File: src/rtl/dsm_decimator_if.sv
// Stream-side port bundle of the sinc1 decimator: run control, bitstream in,
// valid/ready sample out and status. master = decimator, slave = consumer/driver.
interface dsm_decimator_if #(
    parameter int OSR_LOG2 = 7
);
    logic                en;
    logic                bit_in;
    logic                out_ready;
    logic [OSR_LOG2:0]   out_data;
    logic                out_valid;
    logic                overrun;
    logic                busy;

    modport master (
        input  en,
        input  bit_in,
        input  out_ready,
        output out_data,
        output out_valid,
        output overrun,
        output busy
    );

    modport slave (
        output en,
        output bit_in,
        output out_ready,
        input  out_data,
        input  out_valid,
        input  overrun,
        input  busy
    );
endinterface

File: src/rtl/dsm_decimator.sv
// First-order (sinc1) decimator: counts ones over 2^OSR_LOG2-clock windows of the DSM bitstream.
// Optional build macro DSM_DECIM_SAT_EN saturates the count at L-1 so results fit OSR_LOG2 bits.
module dsm_decimator #(
    parameter int OSR_LOG2 = 7,
    parameter int SETTLE   = 2
) (
    input  logic            clk,
    input  logic            reset,
    dsm_decimator_if.master dif
);
    localparam int CW = OSR_LOG2 + 1;

    localparam logic [OSR_LOG2-1:0] WIN_LAST    = {OSR_LOG2{1'b1}};
    localparam logic [OSR_LOG2-1:0] WIN_ZERO    = {OSR_LOG2{1'b0}};
    localparam logic [OSR_LOG2-1:0] WIN_ONE     = OSR_LOG2'(1'b1);
    localparam logic [CW-1:0]       CNT_ZERO    = {CW{1'b0}};
    localparam logic [3:0]          SETTLE_LAST = 4'(SETTLE - 1);

    typedef enum logic [1:0] {
        ST_IDLE   = 2'd0,
        ST_SETTLE = 2'd1,
        ST_RUN    = 2'd2
    } state_t;

    state_t                 state_r, state_s;
    logic [OSR_LOG2-1:0]    win_cnt_r, win_cnt_s;
    logic [CW-1:0]          ones_r, ones_s;
    logic [3:0]             settle_r, settle_s;
    logic [CW-1:0]          data_r, data_s;
    logic                   valid_r, valid_s;
    logic                   overrun_r, overrun_s;
    logic                   busy_r;
    logic                   close_s;
    logic [CW-1:0]          sum_s;

`ifdef DSM_DECIM_SAT_EN
    localparam logic [CW-1:0] SAT_MAX = {1'b0, {OSR_LOG2{1'b1}}};

    function automatic logic [CW-1:0] ones_add(input logic [CW-1:0] cnt, input logic b);
        if (b && (cnt != SAT_MAX)) begin
            ones_add = cnt + CW'(1'b1);
        end else begin
            ones_add = cnt;
        end
    endfunction
`else
    function automatic logic [CW-1:0] ones_add(input logic [CW-1:0] cnt, input logic b);
        ones_add = cnt + {{(CW-1){1'b0}}, b};
    endfunction
`endif

    // Next-state, window accounting and output handshake.
    always_comb begin
        state_s   = state_r;
        win_cnt_s = win_cnt_r;
        ones_s    = ones_r;
        settle_s  = settle_r;
        data_s    = data_r;
        overrun_s = overrun_r;
        close_s   = (win_cnt_r == WIN_LAST);
        sum_s     = ones_add(ones_r, dif.bit_in);

        // A transfer clears valid even in IDLE so a pending sample survives en falling.
        if (valid_r && dif.out_ready) begin
            valid_s = 1'b0;
        end else begin
            valid_s = valid_r;
        end

        case (state_r)
            ST_IDLE: begin
                if (dif.en) begin
                    state_s   = (SETTLE == 0) ? ST_RUN : ST_SETTLE;
                    win_cnt_s = WIN_ZERO;
                    ones_s    = CNT_ZERO;
                    settle_s  = 4'd0;
                    overrun_s = 1'b0;
                end else begin
                    state_s   = ST_IDLE;
                end
            end
            ST_SETTLE: begin
                if (!dif.en) begin
                    state_s = ST_IDLE;
                end else begin
                    win_cnt_s = win_cnt_r + WIN_ONE;
                    if (close_s) begin
                        ones_s   = CNT_ZERO;
                        settle_s = settle_r + 4'd1;
                        if (settle_r == SETTLE_LAST) begin
                            state_s = ST_RUN;
                        end else begin
                            state_s = ST_SETTLE;
                        end
                    end else begin
                        ones_s = sum_s;
                    end
                end
            end
            ST_RUN: begin
                if (!dif.en) begin
                    state_s = ST_IDLE;
                end else begin
                    win_cnt_s = win_cnt_r + WIN_ONE;
                    if (close_s) begin
                        ones_s = CNT_ZERO;
                        if (!valid_r || dif.out_ready) begin
                            data_s  = sum_s;
                            valid_s = 1'b1;
                        end else begin
                            overrun_s = 1'b1;
                        end
                    end else begin
                        ones_s = sum_s;
                    end
                end
            end
            default: begin
                state_s = ST_IDLE;
            end
        endcase
    end

    // State and datapath registers; busy tracks the registered state exactly.
    always_ff @(posedge clk or posedge reset) begin
        if (reset) begin
            state_r   <= ST_IDLE;
            win_cnt_r <= WIN_ZERO;
            ones_r    <= CNT_ZERO;
            settle_r  <= 4'd0;
            data_r    <= CNT_ZERO;
            valid_r   <= 1'b0;
            overrun_r <= 1'b0;
            busy_r    <= 1'b0;
        end else begin
            state_r   <= state_s;
            win_cnt_r <= win_cnt_s;
            ones_r    <= ones_s;
            settle_r  <= settle_s;
            data_r    <= data_s;
            valid_r   <= valid_s;
            overrun_r <= overrun_s;
            busy_r    <= (state_s != ST_IDLE);
        end
    end

    assign dif.out_data  = data_r;
    assign dif.out_valid = valid_r;
    assign dif.overrun   = overrun_r;
    assign dif.busy      = busy_r;
endmodule

File: src/flat_wrapper.sv
// flat-port wrapper written by rule: the top's interface ports become plain ports
module dsm_decimator_flat 
#(
    parameter int OSR_LOG2 = 7,
    parameter int SETTLE   = 2
)
  (clk, reset, dif_en, dif_bit_in, dif_out_ready, dif_out_data, dif_out_valid, dif_overrun, dif_busy);
  dsm_decimator_if #(.OSR_LOG2(OSR_LOG2)) dif_i ();
  input  logic clk;
  input  logic reset;
  input wire logic [$bits(dif_i.en)-1:0] dif_en;
  input wire logic [$bits(dif_i.bit_in)-1:0] dif_bit_in;
  input wire logic [$bits(dif_i.out_ready)-1:0] dif_out_ready;
  output wire logic [$bits(dif_i.out_data)-1:0] dif_out_data;
  output wire logic [$bits(dif_i.out_valid)-1:0] dif_out_valid;
  output wire logic [$bits(dif_i.overrun)-1:0] dif_overrun;
  output wire logic [$bits(dif_i.busy)-1:0] dif_busy;
  assign dif_i.en = dif_en;
  assign dif_i.bit_in = dif_bit_in;
  assign dif_i.out_ready = dif_out_ready;
  assign dif_out_data = dif_i.out_data;
  assign dif_out_valid = dif_i.out_valid;
  assign dif_overrun = dif_i.overrun;
  assign dif_busy = dif_i.busy;
  dsm_decimator #(.OSR_LOG2(OSR_LOG2), .SETTLE(SETTLE)) u_core (.clk(clk), .reset(reset), .dif(dif_i));
endmodule
File: config.mk
export PLATFORM = sky130hd
export DESIGN_NAME = dsm_decimator_flat
export DESIGN_NICKNAME = d
export VERILOG_FILES = /design/src/rtl/dsm_decimator_if.sv /design/src/rtl/dsm_decimator.sv /design/src/flat_wrapper.sv
export SDC_FILE = /design/constraint.sdc
export NUM_CORES = 1
export LEC_CHECK = 0
export CAP_MARGIN = 20
export CELL_PAD_IN_SITES_DETAIL_PLACEMENT = 0
export CELL_PAD_IN_SITES_GLOBAL_PLACEMENT = 1
export CORE_MARGIN = 2
export CORE_UTILIZATION = 45
export CTS_CLUSTER_SIZE = 20
export DETAILED_ROUTE_END_ITERATION = 6
export GPL_TIMING_DRIVEN = 0
export PLACE_DENSITY_LB_ADDON = 0.1
export SLEW_MARGIN = 10
export SYNTH_ARGS = -nofsm -noshare
export SYNTH_HDL_FRONTEND = slang
export SYNTH_SLANG_ARGS = --single-unit
File: constraint.sdc
create_clock -name clk -period 5.35 [get_ports clk]
set_input_delay 0.8025 -clock clk [delete_from_list [all_inputs] [get_ports clk]]
set_output_delay 0.8025 -clock clk [all_outputs]
set_load 0.005 [all_outputs]
==> results.md <==
Synth:
- The gate count of the mapped netlist is 174.
- Summing the areas of all compound-gate instances in the mapped netlist gives 16.9% of the synthesized area.
- Multiplexer cells account for 7.44% of the synthesized area.
- Yosys attributes the largest share of cell area to sky130_fd_sc_hd__dfrtp_1, sky130_fd_sc_hd__mux2_4, sky130_fd_sc_hd__ha_1, sky130_fd_sc_hd__nand3_1, sky130_fd_sc_hd__o21ai_0.
- The post-synthesis xor/xnor area fraction is 2.98%.
- In this run, synthesis inferred 0 flip-flops with an integrated enable.
- The share of the synthesized area in the top cell type is 45.4%.
- The count of yosys warnings during synthesis is 0.
- After synthesis the cells add up to 1770 sq um.
- The largest family of logic cells by synthesized area is compound AO/OA/AOI/OAI gates.
- The post-synthesis net count is 188.
- The average instance area after synthesis is 10.1 sq um.
- The most frequent cell after synthesis is sky130_fd_sc_hd__dfrtp_1.
- The proportion of synthesized flip-flops having asynchronous set or reset is 100%.
- The post-synthesis sequential area ratio is 45.4%.
- After Yosys synthesis, and, or, nand and nor cells account for 15.5% of the synthesized area.
- The post-synthesis adder-cell area fraction is 6.38%.
- The commonest cells after synthesis are sky130_fd_sc_hd__dfrtp_1, sky130_fd_sc_hd__nand3_1, sky130_fd_sc_hd__nand2_1, sky130_fd_sc_hd__o21ai_0, sky130_fd_sc_hd__nor2_1.
- The register bit count reported by yosys is 32.
- The number of unique standard cell types used by synthesis is 35.
- The cell accounting for the most synthesized area is sky130_fd_sc_hd__dfrtp_1.
- The most used flip-flop cell after synthesis is sky130_fd_sc_hd__dfrtp_1.

CTS:
- The level count of the clock H-tree is 2.
- The maximum buffer depth of the clock tree is 2.
- Clock-pin slew was measured on the worst setup and hold paths at 0.07 ns.
- Counting the buffers created by CTS gives 5.
- The number of gates resized after CTS was 0.
- Buffers added to address setup during post-CTS repair amount to 0.
- Clock latency on the worst-skew pair, taken at its later pin, is 0.29 ns.
- The clock sink total is 32.
- Clock tree synthesis selected as its root buffer the cell sky130_fd_sc_hd__clkbuf_8.
- TritonCTS built the clock tree.
- Hold repair after CTS inserted 0 buffers.

Timing:
- On the final layout, the worst clock skew is 0.00604 ns.
- The max-slew violation total from the final report is 0.
- The clock period minus worst slack is 2.18 ns.
- The number of hold violations in the final report came to 0.
- In the final timing run, aggregate negative setup slack is 0 ns.
- Setup violations remaining at the end of the flow were counted as 0.
- Of the available clock period, the critical path in the final layout requires 40.7%.
- The highest achievable clock rate is 460 MHz.
- Setup repair after global routing left no endpoint under its margin.
- The measured slew at the worst slew-check pin is 0.725 ns.
- The worst max-slew margin expressed relative to the limit is 51.6%.

Drt:
- Using the TritonRoute via totals, the vias-per-cell ratio works out to 5.53.
- The routed wire length is 3.52 mm.
- The total via count after detailed routing is 1356.
- The detailed router's first-iteration violation count is 54.
- The detail route stage leaves a number of antenna-violating nets equal to 0.
- The average wire per standard cell is 14.4 um.
- The detailed-router iteration count before antenna repair is 4.
- The DRC violation count after routing is 0.

Floorplanning:
- The number of ports placed on the die boundary is 16.
- The area of the core is 3720 sq um.
- For this configuration, the core starts out at a cell density of 47.5%.
- In this run the vertical extent of the chip is 66.6 um.
- The number of cell rows is 22.
- In this run the horizontal extent of the chip is 66.6 um.
- The floorplan die area is 4440 sq um.

Power:
- VDD sags by at most 232 uV.
- The power density over the cells is 263 nW/um^2.
- The leakage component of the power is 0.000933 uW.

GRT:
- The wire length of the first global-routing pass is 6.24 mm.
- Global routing used 18.9% of the available tracks across all layers.
- The initial antenna violation count is 0.
- The via count of the first global-routing pass is 1343.
- Entering global routing, the biggest net connects 18 pins.
- After global routing the overflow that remains totals 0.

Status:
- The run finished with clean final reports.

Min path:
- The type of the most critical hold path is reg2reg.

Place:
- The count of input and output buffers is 14.
- The final HPWL from detailed placement is 2.59 mm.
- At the end of routability-driven placement, the weighted congestion stood at 0.805.

Worst setup path:
- The sort of element at the start of the critical path is a primary input.
- STA classifies the critical path endpoint as a flop.
- For the worst setup path, the data arrival time is 2.35 ns.
- The worst setup path is of the in2reg kind.
- The highest fanout seen on the critical path is 6.
- The worst endpoint required time is 5.53 ns.

Flow run:
- The number of max-cap violations is 0.

Finish:
- The proportion of layout cells with a drive suffix above 1 is 13.2%.
- For this run, the share of the core covered by cells in the final layout is 56.6%.
- The area added between synthesis and finish is 19.2%.
- The repair_antennas step left the layout with diodes totalling 0.
- The layout net count is 210.
stage by stage:
step | hold WS, ns | area, sq um | std cells | worst slack (ns) | total power, uW
after CTS | 0.503 | 2100 | 245 | 3.17 | 562
after detailed placement | 0.493 | 1990 | 237 | 2.88 | 327
final | 0.501 | 2100 | 245 | 3.17 | 554
after floorplan | 0.464 | 1770 | 174 | 3.40 | 306
after global routing | 0.537 | 2100 | 245 | 3.00 | 581
after global placement | 0.488 | 1970 | 236 | 2.91 | 322
routing by layer:
| metal | vias up | global-route usage (%) | part of all wire, % |
|---|---|---|---|
| met5 | - | 0 | 0 |
| met4 | 0 | 8.42 | 1.8 |
| met1 | 657 | 23.5 | 46 |
| met3 | 7 | 4.05 | 3.8 |
| li1 | 668 | - | - |
| met2 | 24 | 31.5 | 49 |
power by group:
| group | leakage, uW | internal, uW | switching [uW] |
|---|---|---|---|
| sequential | 0.000440 | 253 | 9.89 |
| combinational | 0.000439 | 22.5 | 36.6 |
| clock | 0.0000541 | 138 | 94.1 |
| total | 0.000933 | 413 | 141 |
cell usage in the layout (no fill, tap or decap), types with 2 or more instances in the layout:
cell type and instances:
sky130_fd_sc_hd__a21oi_1 6, sky130_fd_sc_hd__nor2_1 10, sky130_fd_sc_hd__clkdlybuf4s50_1 14, sky130_fd_sc_hd__buf_6 3
sky130_fd_sc_hd__inv_1 6, sky130_fd_sc_hd__xor2_1 3, sky130_fd_sc_hd__a22o_1 6, sky130_fd_sc_hd__nand3_1 14
sky130_fd_sc_hd__mux2_4 8, sky130_fd_sc_hd__o311ai_1 2, sky130_fd_sc_hd__and3_1 5, sky130_fd_sc_hd__o21ai_0 11
sky130_fd_sc_hd__ha_1 9, sky130_fd_sc_hd__o21ai_1 4, sky130_fd_sc_hd__nand2_1 13, sky130_fd_sc_hd__dfrtp_1 32
sky130_fd_sc_hd__a41oi_1 2, sky130_fd_sc_hd__nand4_1 2, sky130_fd_sc_hd__o31ai_1 3, sky130_fd_sc_hd__clkbuf_8 5
sky130_fd_sc_hd__a31oi_1 7, sky130_fd_sc_hd__clkbuf_1 7, sky130_fd_sc_hd__xnor2_1 3, sky130_fd_sc_hd__nand2b_1 4
sky130_fd_sc_hd__and3_4 2
flip-flops by register name, summed over array words and instances (netlist names):
name and count:
u_core.dif.busy 1, u_core.dif.overrun 1, u_core.win_cnt_r 7, u_core.state_r 2, u_core.ones_r 8, u_core.settle_r 4
u_core.dif.out_data 8, u_core.dif.out_valid 1
cell families (layout without fill, tap and decap cells):
family / count (synthesis) / after routing
adders and majority gates: 9 / 9
muxes: 9 / 9
xor gates and xnor gates: 6 / 6
and+or+nand+nor: 54 / 54
AOI/OAI and AO/OA: 46 / 46
buffers and inverters: 18 / 41
DFF: 32 / 32
worst max-delay path, stage by stage:
cell                              delay (ns)
sky130_fd_sc_hd__clkdlybuf4s50_1        0.47
sky130_fd_sc_hd__ha_1                   0.21
sky130_fd_sc_hd__ha_1                   0.31
sky130_fd_sc_hd__nand3_1                0.15
sky130_fd_sc_hd__xnor2_1                0.15
sky130_fd_sc_hd__mux2_4                 0.26
final timing paths:
kind,to,depth (start not counted),slack (ns),startpoint
min reg2reg,u_core.ones_r[7],1,0.50,u_core.ones_r[7]
min,u_core.ones_r[7],1,0.50,u_core.ones_r[7]
max,u_core.dif.out_data[4],6,3.17,dif_bit_in
min in group asynchronous,u_core.ones_r[1],2,0.93,reset
max reg2reg,u_core.ones_r[7],8,3.22,u_core.state_r[0]
max in group asynchronous,u_core.settle_r[2],3,3.89,reset
final cells by class:
type,instances,area [sq um]
fill,319,1610
buffer,12,72.6
inverter,6,22.5
clock inverter,3,42.5
clock buffer,5,68.8
sequential,32,801
timing repair buffer,15,168
tap,48,60.1
multi-input combinational,124,870
Power figures use the tool's default switching activity.
